File: src/rtl/isqrt_pkg.sv
// isqrt_pkg: widths, per-stage state and one digit-by-digit root iteration
package isqrt_pkg;
  localparam int ISQRT_X_W = 32;
  localparam int ISQRT_Y_W = 16;
  localparam int ISQRT_REM_W = 18;
  typedef struct packed {
    logic [ISQRT_Y_W-1:0]   root;
    logic [ISQRT_REM_W-1:0] rem;
    logic [ISQRT_X_W-1:0]   xrem;
  } isqrt_stage_t;
  // Consumes the top two radicand bits; xrem is left-aligned so the next pair is always on top
  function automatic isqrt_stage_t isqrt_step(isqrt_stage_t s);
    isqrt_stage_t n;
    logic [ISQRT_REM_W-1:0] rem;
    logic [ISQRT_REM_W-1:0] trial;
    logic ge;
    rem = (s.rem << 2) | ISQRT_REM_W'(s.xrem[ISQRT_X_W-1 -: 2]);
    trial = {s.root, 2'b01};
    ge = rem >= trial;
    n.root = (s.root << 1) | ISQRT_Y_W'(ge);
    n.rem = ge ? rem - trial : rem;
    n.xrem = s.xrem << 2;
    return n;
  endfunction
endpackage

File: src/rtl/isqrt_pipe_if.sv
// isqrt_pipe_if: argument/result bus between the formula FSMs and the root pipeline
interface isqrt_pipe_if;
  logic        x_vld;
  logic [31:0] x;
  logic        y_vld;
  logic [15:0] y;
  modport master (output x_vld, x, input y_vld, y);
  modport slave (input x_vld, x, output y_vld, y);
endinterface

File: src/rtl/isqrt_stage.sv
// isqrt_stage: ITERS combinational root iterations followed by one register slice
module isqrt_stage
  import isqrt_pkg::*;
#(
  parameter int ITERS = 4
) (
  input  logic         clk,
  input  logic         rst,
  input  logic         vld_i,
  input  isqrt_stage_t s_i,
  output logic         vld_o,
  output isqrt_stage_t s_o
);
  isqrt_stage_t s_d, s_q;
  logic vld_q;
  always_comb begin
    s_d = s_i;
    for (int i = 0; i < ITERS; i++) s_d = isqrt_step(s_d);
  end
  // Data loads only with a valid argument so the output holds between results
  always_ff @(posedge clk) begin
    if (!rst) begin
      vld_q <= 1'b0;
      s_q   <= '0;
    end else begin
      vld_q <= vld_i;
      if (vld_i) s_q <= s_d;
    end
  end
  assign vld_o = vld_q;
  assign s_o   = s_q;
endmodule

File: src/rtl/isqrt_pipe.sv
// isqrt_pipe: fully pipelined floor(sqrt(x)), 32-bit in, 16-bit out, latency N_STAGES
module isqrt_pipe
  import isqrt_pkg::*;
#(
  parameter int N_STAGES = 4
) (
  input logic         clk,
  input logic         rst,
  isqrt_pipe_if.slave bus
);
  localparam int ITERS = N_STAGES > 0 ? 16 / N_STAGES : 1;
  if (N_STAGES < 1 || N_STAGES > 16 || 16 % N_STAGES != 0) begin : g_bad
    $fatal(1, "isqrt_pipe: N_STAGES=%0d must divide 16", N_STAGES);
  end
  isqrt_stage_t st [N_STAGES+1];
  logic vld [N_STAGES+1];
  logic unused_tail;
  assign st[0]  = '{root: '0, rem: '0, xrem: bus.x};
  assign vld[0] = bus.x_vld;
  for (genvar k = 0; k < N_STAGES; k++) begin : g_stage
    isqrt_stage #(.ITERS(ITERS)) u_stage (
      .clk  (clk),
      .rst  (rst),
      .vld_i(vld[k]),
      .s_i  (st[k]),
      .vld_o(vld[k+1]),
      .s_o  (st[k+1])
    );
  end
  assign bus.y_vld = vld[N_STAGES];
  assign bus.y     = st[N_STAGES].root;
  // Final remainder and drained radicand are not part of the result
  assign unused_tail = ^{st[N_STAGES].rem, st[N_STAGES].xrem};
endmodule

File: src/flat_wrapper.sv
// flat-port wrapper written by rule: the top's interface ports become plain ports
module isqrt_pipe_flat import isqrt_pkg::*;
#(
  parameter int N_STAGES = 4
)
  (clk, rst, bus_x_vld, bus_x, bus_y_vld, bus_y);
  isqrt_pipe_if bus_i ();
  input logic clk;
  input logic rst;
  input wire logic [$bits(bus_i.x_vld)-1:0] bus_x_vld;
  input wire logic [$bits(bus_i.x)-1:0] bus_x;
  output wire logic [$bits(bus_i.y_vld)-1:0] bus_y_vld;
  output wire logic [$bits(bus_i.y)-1:0] bus_y;
  assign bus_i.x_vld = bus_x_vld;
  assign bus_i.x = bus_x;
  assign bus_y_vld = bus_i.y_vld;
  assign bus_y = bus_i.y;
  isqrt_pipe #(.N_STAGES(N_STAGES)) u_core (.clk(clk), .rst(rst), .bus(bus_i));
endmodule
File: config.mk
export PLATFORM = sky130hd
export DESIGN_NAME = isqrt_pipe_flat
export DESIGN_NICKNAME = d
export VERILOG_FILES = /design/src/rtl/isqrt_pkg.sv /design/src/rtl/isqrt_pipe_if.sv /design/src/rtl/isqrt_stage.sv /design/src/rtl/isqrt_pipe.sv /design/src/flat_wrapper.sv
export SDC_FILE = /design/constraint.sdc
export NUM_CORES = 1
export LEC_CHECK = 0
export ABC_CLOCK_PERIOD_IN_PS = 8570
export BUFFER_PORTS_ARGS = -buffer_cell sky130_fd_sc_hd__buf_2
export CAP_MARGIN = 15
export CELL_PAD_IN_SITES_DETAIL_PLACEMENT = 1
export CELL_PAD_IN_SITES_GLOBAL_PLACEMENT = 2
export CORE_ASPECT_RATIO = 0.5
export CORE_MARGIN = 5
export CORE_UTILIZATION = 27
export CTS_BUF_LIST = sky130_fd_sc_hd__clkbuf_4
export CTS_CLUSTER_SIZE = 40
export DETAILED_ROUTE_END_ITERATION = 6
export GPL_ROUTABILITY_DRIVEN = 0
export PLACE_DENSITY = 0.69
export SETUP_SLACK_MARGIN = 0.05
export SLEW_MARGIN = 20
export SYNTH_ARGS = -nofsm -noshare
export SYNTH_HDL_FRONTEND = slang
export SYNTH_SLANG_ARGS = --single-unit
export TNS_END_PERCENT = 100
File: constraint.sdc
create_clock -name clk -period 8.57 [get_ports clk]
set_clock_uncertainty 0.05 [all_clocks]
set_input_delay 1.714 -clock clk [delete_from_list [all_inputs] [get_ports clk]]
set_output_delay 1.714 -clock clk [all_outputs]
set_load 0.1 [all_outputs]
==> qor_table.md, run 1 <==
| Metric | This run | Unit |
|:---|:---|:---|
| Required time reported for the critical path endpoint | 9.02 | ns |
| Count of flip-flops with a built-in enable after synthesis | 0 | - |
| Worst slew margin | 31.6 | % |
| Area of the multi-input gates | 12100 | µm² |
| Data arrival, critical path | 8.80 | ns |
| Hold buffers post-CTS | 0 | - |
| Global-route usage over all layers | 17.3 | % |
| RSZ-0062 raised after global routing | yes | - |
| Starting density of the core | 27.2 | % |
| Crit path capture type | flop | - |
| Crit path max fanout | 8 | - |
| Part of the cycle the worst path needs | 97.4 | % |
| Estimated wirelength of the detail-placed design | 43100 | µm |
| Layout net count | 2441 | - |
| Post-route DRC | 0 | - |
| Row count | 60 | - |
| Number of distinct library cell variants in the gate-level netlist after synthesis | 101 | - |
| IO Count | 52 | - |
| TritonCTS Buffers | 17 | - |
| Leading cell type in the layout, fill and taps excluded | sky130_fd_sc_hd__buf_4 | - |
| Die Y | 175 | µm |
| Cell at the root of the clock tree | sky130_fd_sc_hd__clkbuf_4 | - |
| Synth Register Bits | 140 | - |
| Post-synth top flop | sky130_fd_sc_hd__dfxtp_1 | - |
| Cell family contributing the most delay on the critical path | simple AND/OR/NAND/NOR gates | - |
| PortBufs | 51 | - |
| Combined area of all synthesized cells | 14600 | µm² |
| Proportion of register bits with asynchronous set or reset after synthesis | 0 | % |
| Vias in the first global route | 15700 | - |
| Final Hold Fails | 0 | - |
| Routed wirelength normalized by instance count | 18.0 | µm |
| Synth Area per Inst | 7.60 | µm² |
| Antenna-violating nets left | 0 | - |
| TritonCTS clock tree | yes | - |
| Total Neg Setup Slack | 0 | ns |
| Layout Area Growth over Synthesis | 32.3 | % |
| First-pass iteration count of the detailed router | 5 | - |
| Yosys synthesis warning count | 0 | - |
| Result of the run | finished clean | - |
| Fraction of the yosys area taken by sequential cells | 19.2 | % |
| Crit-path slowest cell | sky130_fd_sc_hd__or3_4 | - |
| Starting DRC count in detailed routing | 591 | - |
| Startpoint type of the worst setup path | flop | - |
| Most frequent cell on the critical path | sky130_fd_sc_hd__ha_4 | - |
| Pin count of the biggest net entering global routing | 91 | - |
| Clock insertion delay at the later pin of the skew report | 0.61 | ns |
| Count of mapped cells out of synthesis | 1922 | - |
| Aggregate routed wire length | 53800 | µm |
| # Max-Cap Violations | 0 | - |
| Hold WC Path Type | flop to flop | - |
| Post-DR vias/cell | 5.13 | - |
| Sum of buffers and inverters on the critical path | 5 | - |
| Worst hold slack | 0.452 | ns |
| Maximum count of clock buffers along a single path | 2 | - |
| Total congestion overflow | 0 | - |
| Die X-Extent | 339 | µm |
| Sequential standard cell area | 2820 | µm² |
| Max Clk Rate | 0.120 | GHz |
| Wire length of the first global-routing pass | 84700 | µm |
| Clk slew on worst S/H paths | 0.17 | ns |
| Count of final max-slew check failures | 0 | - |
| CP peak stage delay | 0.49 | ns |
| Share of cells above drive strength 1 | 28.0 | % |
| Number of H-tree levels | 4 | - |
| Number of endpoints failing setup at the final stage | 0 | - |
| Area of the die | 59200 | µm² |
| Number of clock sinks seen by CTS | 140 | - |
| Core area | 53700 | µm² |
| Initial antenna violation count | 1 | - |
| Final period demand of the worst path | 8.35 | ns |
| DR vias | 15300 | - |
| Filler Cells Inserted | 6481 | - |
| Crit path kind | flop to flop | - |
| Commonest cells after routing, fill and taps aside | sky130_fd_sc_hd__buf_4, sky130_fd_sc_hd__nor2_1, sky130_fd_sc_hd__dfxtp_1 | - |
| Slew at the pin closest to its max-slew limit | 1.03 | ns |
per-stage QoR:
stage | instances | util (%) | area (µm²) | setup WS [ns]
after floorplan | 1923 | - | 14800 | 0.00203
after global placement | 2897 | 33.0 | 17700 | -0.283
after detailed placement | 2897 | 33.0 | 17700 | -0.331
after CTS | 2941 | 34.0 | 18200 | 0.0677
after global routing | 2982 | 36.0 | 19300 | -0.169
final | 2982 | 36.0 | 19300 | 0.220
sequential cells by signal (all words and copies together) (netlist names):
signal and flops:
u_core.g_stage.u_stage.s_o 136, u_core.g_stage.u_stage.vld_o 4
path summary, 6_finish.rpt:
check / from / endpoint / slack (ns) / depth (start not counted)
worst min register to register: u_core.g_stage[2].u_stage.s_o[46]$_SDFFE_PN0P_ / u_core.g_stage[2].u_stage.s_o[46]$_SDFFE_PN0P_ / 0.45 / 2
worst min-delay path: u_core.g_stage[2].u_stage.s_o[46]$_SDFFE_PN0P_ / u_core.g_stage[2].u_stage.s_o[46]$_SDFFE_PN0P_ / 0.45 / 2
worst max-delay path: u_core.g_stage[1].u_stage.s_o[53]$_SDFFE_PN0P_ / u_core.g_stage[2].u_stage.s_o[34]$_SDFFE_PN0P_ / 0.22 / 40
worst max register to register: u_core.g_stage[1].u_stage.s_o[53]$_SDFFE_PN0P_ / u_core.g_stage[2].u_stage.s_o[34]$_SDFFE_PN0P_ / 0.22 / 40
logic make-up (layout without fill, tap and decap cells):
group                      count (synthesis)  in the layout  share of synthesized area (%)
AOI/OAI and AO/OA                        541            541                           24.3
muxes                                    132            132                           9.27
and+or+nand+nor                          653            655                           21.9
DFF                                      140            140                           19.2
adders and majority gates                151            151                           12.9
other                                      1              3                         0.0257
xor gates and xnor gates                 127            127                           7.61
buffers and inverters                    177            520                           4.78
synthesized netlist by cell type (11+ instances only):
cell | instances | area share (%)
sky130_fd_sc_hd__a211oi_1 | 34 | 1.7
sky130_fd_sc_hd__inv_1 | 111 | 2.9
sky130_fd_sc_hd__o21bai_1 | 14 | 0.72
sky130_fd_sc_hd__nor2b_1 | 19 | 0.81
sky130_fd_sc_hd__a21oi_1 | 148 | 5.1
sky130_fd_sc_hd__mux2i_1 | 108 | 7.4
sky130_fd_sc_hd__o21a_1 | 17 | 0.87
sky130_fd_sc_hd__a21o_1 | 43 | 2.2
sky130_fd_sc_hd__xor2_1 | 41 | 2.5
sky130_fd_sc_hd__nor2_1 | 240 | 6.2
sky130_fd_sc_hd__and2_1 | 15 | 0.64
sky130_fd_sc_hd__clkbuf_1 | 48 | 1.2
sky130_fd_sc_hd__ha_1 | 151 | 13
sky130_fd_sc_hd__nor3_1 | 49 | 1.7
sky130_fd_sc_hd__nand2_1 | 113 | 2.9
sky130_fd_sc_hd__or3_1 | 18 | 0.77
sky130_fd_sc_hd__nand4_1 | 19 | 0.81
sky130_fd_sc_hd__mux2_2 | 23 | 1.8
sky130_fd_sc_hd__or2_2 | 12 | 0.51
sky130_fd_sc_hd__a31oi_1 | 24 | 1.0
sky130_fd_sc_hd__or4_1 | 11 | 0.57
sky130_fd_sc_hd__o211ai_1 | 18 | 0.92
sky130_fd_sc_hd__nand3_1 | 50 | 1.7
sky130_fd_sc_hd__xnor2_1 | 86 | 5.2
sky130_fd_sc_hd__o21ai_0 | 108 | 3.7
sky130_fd_sc_hd__and3_1 | 22 | 0.94
sky130_fd_sc_hd__nand2b_1 | 23 | 0.98
sky130_fd_sc_hd__o31ai_1 | 23 | 1.2
sky130_fd_sc_hd__dfxtp_1 | 140 | 19
sky130_fd_sc_hd__nor4_1 | 15 | 0.64
layer usage:
| metal | vias up | share of wire [%] | GRT usage (%) |
|---|---|---|---|
| li1 | 7704 | - | - |
| met1 | 7438 | 48 | 22.6 |
| met2 | 110 | 49 | 31.0 |
| met3 | 42 | 2.0 | 2.04 |
| met4 | 0 | 1.4 | 3.32 |
| met5 | - | 0 | 0 |
timing repair:
item	CTS	global route
gates cloned	1	3
setup buffers	11	37
endpoints found under the setup margin	23	35
gates resized for setup	32	180
pin swaps	15	53
worst min-delay path: stages (launching register included):
cell and delay [ns]:
sky130_fd_sc_hd__dfxtp_1 0.35, sky130_fd_sc_hd__nor2_1 0.08, sky130_fd_sc_hd__nor3_1 0.05
cell type report:
type,count,area share [%]
Antenna cell,1,0.0129
Clock buffer,17,0.660
Clock inverter,15,0.977
Inverter,116,2.34
Multi-Input combinational cell,1608,62.5
Sequential cell,140,14.6
Tap cell,713,4.61
Timing Repair Buffer,372,14.3
Power of run 1 is not shown: default switching activity piles up to over one toggle a cycle in this logic, so the estimate is an artifact.
==> run 2, diff against run 1 <==
- PLACE_DENSITY: 0.69 -> 0.65
==> qor_table.md, run 2 (synthesis gave the netlist of run 1 again) <==
| Metric | This run | Unit | Delta |
|:---|:---|:---|:---|
| Starting DRC count in detailed routing | 646 | - | +9.3% |
| Share of cells above drive strength 1 | 29.1 | % | +1.1 points |
| Layout Area Growth over Synthesis | 35.4 | % |  |
| Total congestion overflow | 0 | - | unchanged |
| Count of placed standard cells in the final layout, fillers left out | 3055 | - | +2.4% |
| Hold WC Path Type | flop to flop | - |  |
| Layout net count | 2513 | - | +2.9% |
| Commonest cells after routing, fill and taps aside | sky130_fd_sc_hd__buf_4, sky130_fd_sc_hd__nor2_1, sky130_fd_sc_hd__ha_1 | - |  |
| Routed wirelength normalized by instance count | 18.0 | µm | -0.13% |
| Initial antenna violation count | 2 | - | +1 |
| Filler Cells Inserted | 6512 | - | +0.48% |
| Cell at the root of the clock tree | sky130_fd_sc_hd__clkbuf_4 | - |  |
| Die X-Extent | 339 | µm | unchanged |
| Flop-to-flop setup slack | 0.05 | ns | -0.17 ns |
| Number of H-tree levels | 4 | - | unchanged |
| Antenna-violating nets left | 0 | - | unchanged |
| Clk slew on worst S/H paths | 0.17 | ns | about the same |
| Aggregate routed wire length | 55000 | µm | +2.3% |
| Die Y | 175 | µm | unchanged |
| Count of placed standard cells including taps | 2953 | - | +1.9% |
| Part of the cycle the worst path needs | 99.4 | % | +2.0 points |
| Area of the die | 59200 | µm² | unchanged |
| Post-route DRC | 0 | - | unchanged |
| # Max-Cap Violations | 0 | - | unchanged |
| Crit path kind | flop to flop | - |  |
| R2r startpoint | u_core.g_stage[1].u_stage.s_o[53]$_SDFFE_PN0P_ | - |  |
| Hold Path Origin | u_core.g_stage[0].u_stage.s_o[17]$_SDFFE_PN0P_ | - |  |
| Max reg flops | 136 | - | unchanged |
| Worst Reg-to-Reg Cells | 40 | - | unchanged |
| Max Clk Rate | 0.117 | GHz | -2.0% |
| Final period demand of the worst path | 8.52 | ns | +0.169 ns |
| DR vias | 15500 | - | +1.3% |
| Wire length of the first global-routing pass | 85600 | µm | +0.99% |
| PortBufs | 51 | - | unchanged |
| Result of the run | finished clean | - |  |
| Clock insertion delay at the later pin of the skew report | 0.62 | ns | about the same |
| Required time reported for the critical path endpoint | 9.02 | ns | about the same |
| Number of stages on the worst hold path | 2 | - | unchanged |
| TritonCTS clock tree | yes | - |  |
| Crit path max fanout | 8 | - | unchanged |
| Crit-path slowest cell | sky130_fd_sc_hd__or4_4 | - |  |
| First-pass iteration count of the detailed router | 5 | - | unchanged |
| RSZ-0062 raised after global routing | yes | - |  |
| Maximum count of clock buffers along a single path | 2 | - | unchanged |
| Pin count of the biggest net entering global routing | 73 | - | -20% |
| Count of final max-slew check failures | 0 | - | unchanged |
| Starting density of the core | 27.2 | % | unchanged |
| FF-to-FF End | u_core.g_stage[2].u_stage.s_o[47]$_SDFFE_PN0P_ | - |  |
| Number of clock sinks seen by CTS | 140 | - | unchanged |
| Number of endpoints failing setup at the final stage | 0 | - | unchanged |
| Final Hold Fails | 0 | - | unchanged |
| CP peak stage delay | 0.56 | ns | +0.07 ns |
| TritonCTS Buffers | 17 | - | unchanged |
| Leading cell type in the layout, fill and taps excluded | sky130_fd_sc_hd__buf_4 | - |  |
| Global-route usage over all layers | 17.7 | % | +0.39 points |
| Post-DR vias/cell | 5.07 | - | -1.1% |
| Endpoint, Worst Hold | u_core.g_stage[1].u_stage.s_o[25]$_SDFFE_PN0P_ | - |  |
| Crit path capture type | flop | - |  |
| Slew at the pin closest to its max-slew limit | 1.02 | ns | -0.00577 ns |
| Startpoint type of the worst setup path | flop | - |  |
| Vias in the first global route | 15800 | - | +0.66% |
| Worst slew margin | 31.9 | % | +0.29 points |
| Most frequent cell on the critical path | sky130_fd_sc_hd__ha_4 | - |  |
| Final standard cell utilization of the core | 36.9 | % | +0.85 points |
| Row count | 60 | - | unchanged |
| IO Count | 52 | - | unchanged |
| Estimated wirelength of the detail-placed design | 44200 | µm | +2.5% |
| Core area | 53700 | µm² | unchanged |
| Data arrival, critical path | 8.97 | ns | +0.17 ns |
[run 2: area by class of cell]
type / instances / area, µm² / share of cell area, %
Tap cell: 713 / 892 / 4.51
Multi-Input combinational cell: 1608 / 12000 / 60.6
Clock buffer: 17 / 128 / 0.645
Inverter: 116 / 450 / 2.28
Sequential cell: 140 / 2820 / 14.2
Clock inverter: 15 / 189 / 0.955
Antenna cell: 2 / 5.00 / 0.0253
Timing Repair Buffer: 444 / 3310 / 16.7
[run 2: how the worst max path moves through the flow]
stage               slack, ns                                      startpoint  depth (start not counted)                                             end
floorplan               0.002  u_core.g_stage[1].u_stage.s_o[55]$_SDFFE_PN0P_                         43  u_core.g_stage[2].u_stage.s_o[47]$_SDFFE_PN0P_
global placement        -0.35  u_core.g_stage[1].u_stage.s_o[57]$_SDFFE_PN0P_                         40  u_core.g_stage[2].u_stage.s_o[35]$_SDFFE_PN0P_
detailed placement      -0.38  u_core.g_stage[1].u_stage.s_o[57]$_SDFFE_PN0P_                         40  u_core.g_stage[2].u_stage.s_o[35]$_SDFFE_PN0P_
CTS                      0.05  u_core.g_stage[1].u_stage.s_o[52]$_SDFFE_PN0P_                         39  u_core.g_stage[2].u_stage.s_o[47]$_SDFFE_PN0P_
global route            -0.26  u_core.g_stage[1].u_stage.s_o[53]$_SDFFE_PN0P_                         41  u_core.g_stage[2].u_stage.s_o[47]$_SDFFE_PN0P_
finish                   0.05  u_core.g_stage[1].u_stage.s_o[53]$_SDFFE_PN0P_                         40  u_core.g_stage[2].u_stage.s_o[47]$_SDFFE_PN0P_
[run 2: critical path: cells and delay by family, from the launching register on]
kind	cells	cell delay (ns)
buffers and inverters	6	0.74
AND/OR/NAND/NOR	14	3.32
flip-flops	1	0.39
adder cells (fa/ha/maj)	4	0.99
AO/OA/AOI/OAI	13	2.12
XOR/XNOR	1	0.16
multiplexers	2	0.63
[run 2: per-layer routing]
| layer | GRT usage [%] | part of all wire, % | vias to the layer above |
|---|---|---|---|
| met3 | 1.71 | 2.0 | 42 |
| li1 | - | - | 7851 |
| met4 | 3.39 | 1.4 | 0 |
| met5 | 0 | 0 | - |
| met1 | 23.2 | 47 | 7492 |
| met2 | 31.9 | 49 | 104 |
[run 2: repair_timing]
action,4_1_cts,5_1_grt
pin swaps,16,67
gates cloned,1,3
hold endpoints to repair,0,0
hold buffers,0,0
resized for setup,31,148
endpoints found under the setup margin,28,35
buffers inserted,22,42
[run 2: metrics by stage]
step	setup WS (ns)	TNS (ns)	hold slack (ns)	area, µm²
global placement	-0.352	-3.28	0.426	18100
floorplan	0.00203	0	0.404	14800
detailed placement	-0.382	-4.12	0.435	18100
global route	-0.255	-2.53	0.484	19800
CTS	0.0501	0	0.455	18700
finish	0.0507	0	0.453	19800
Power of run 2 is left out for the same reason.
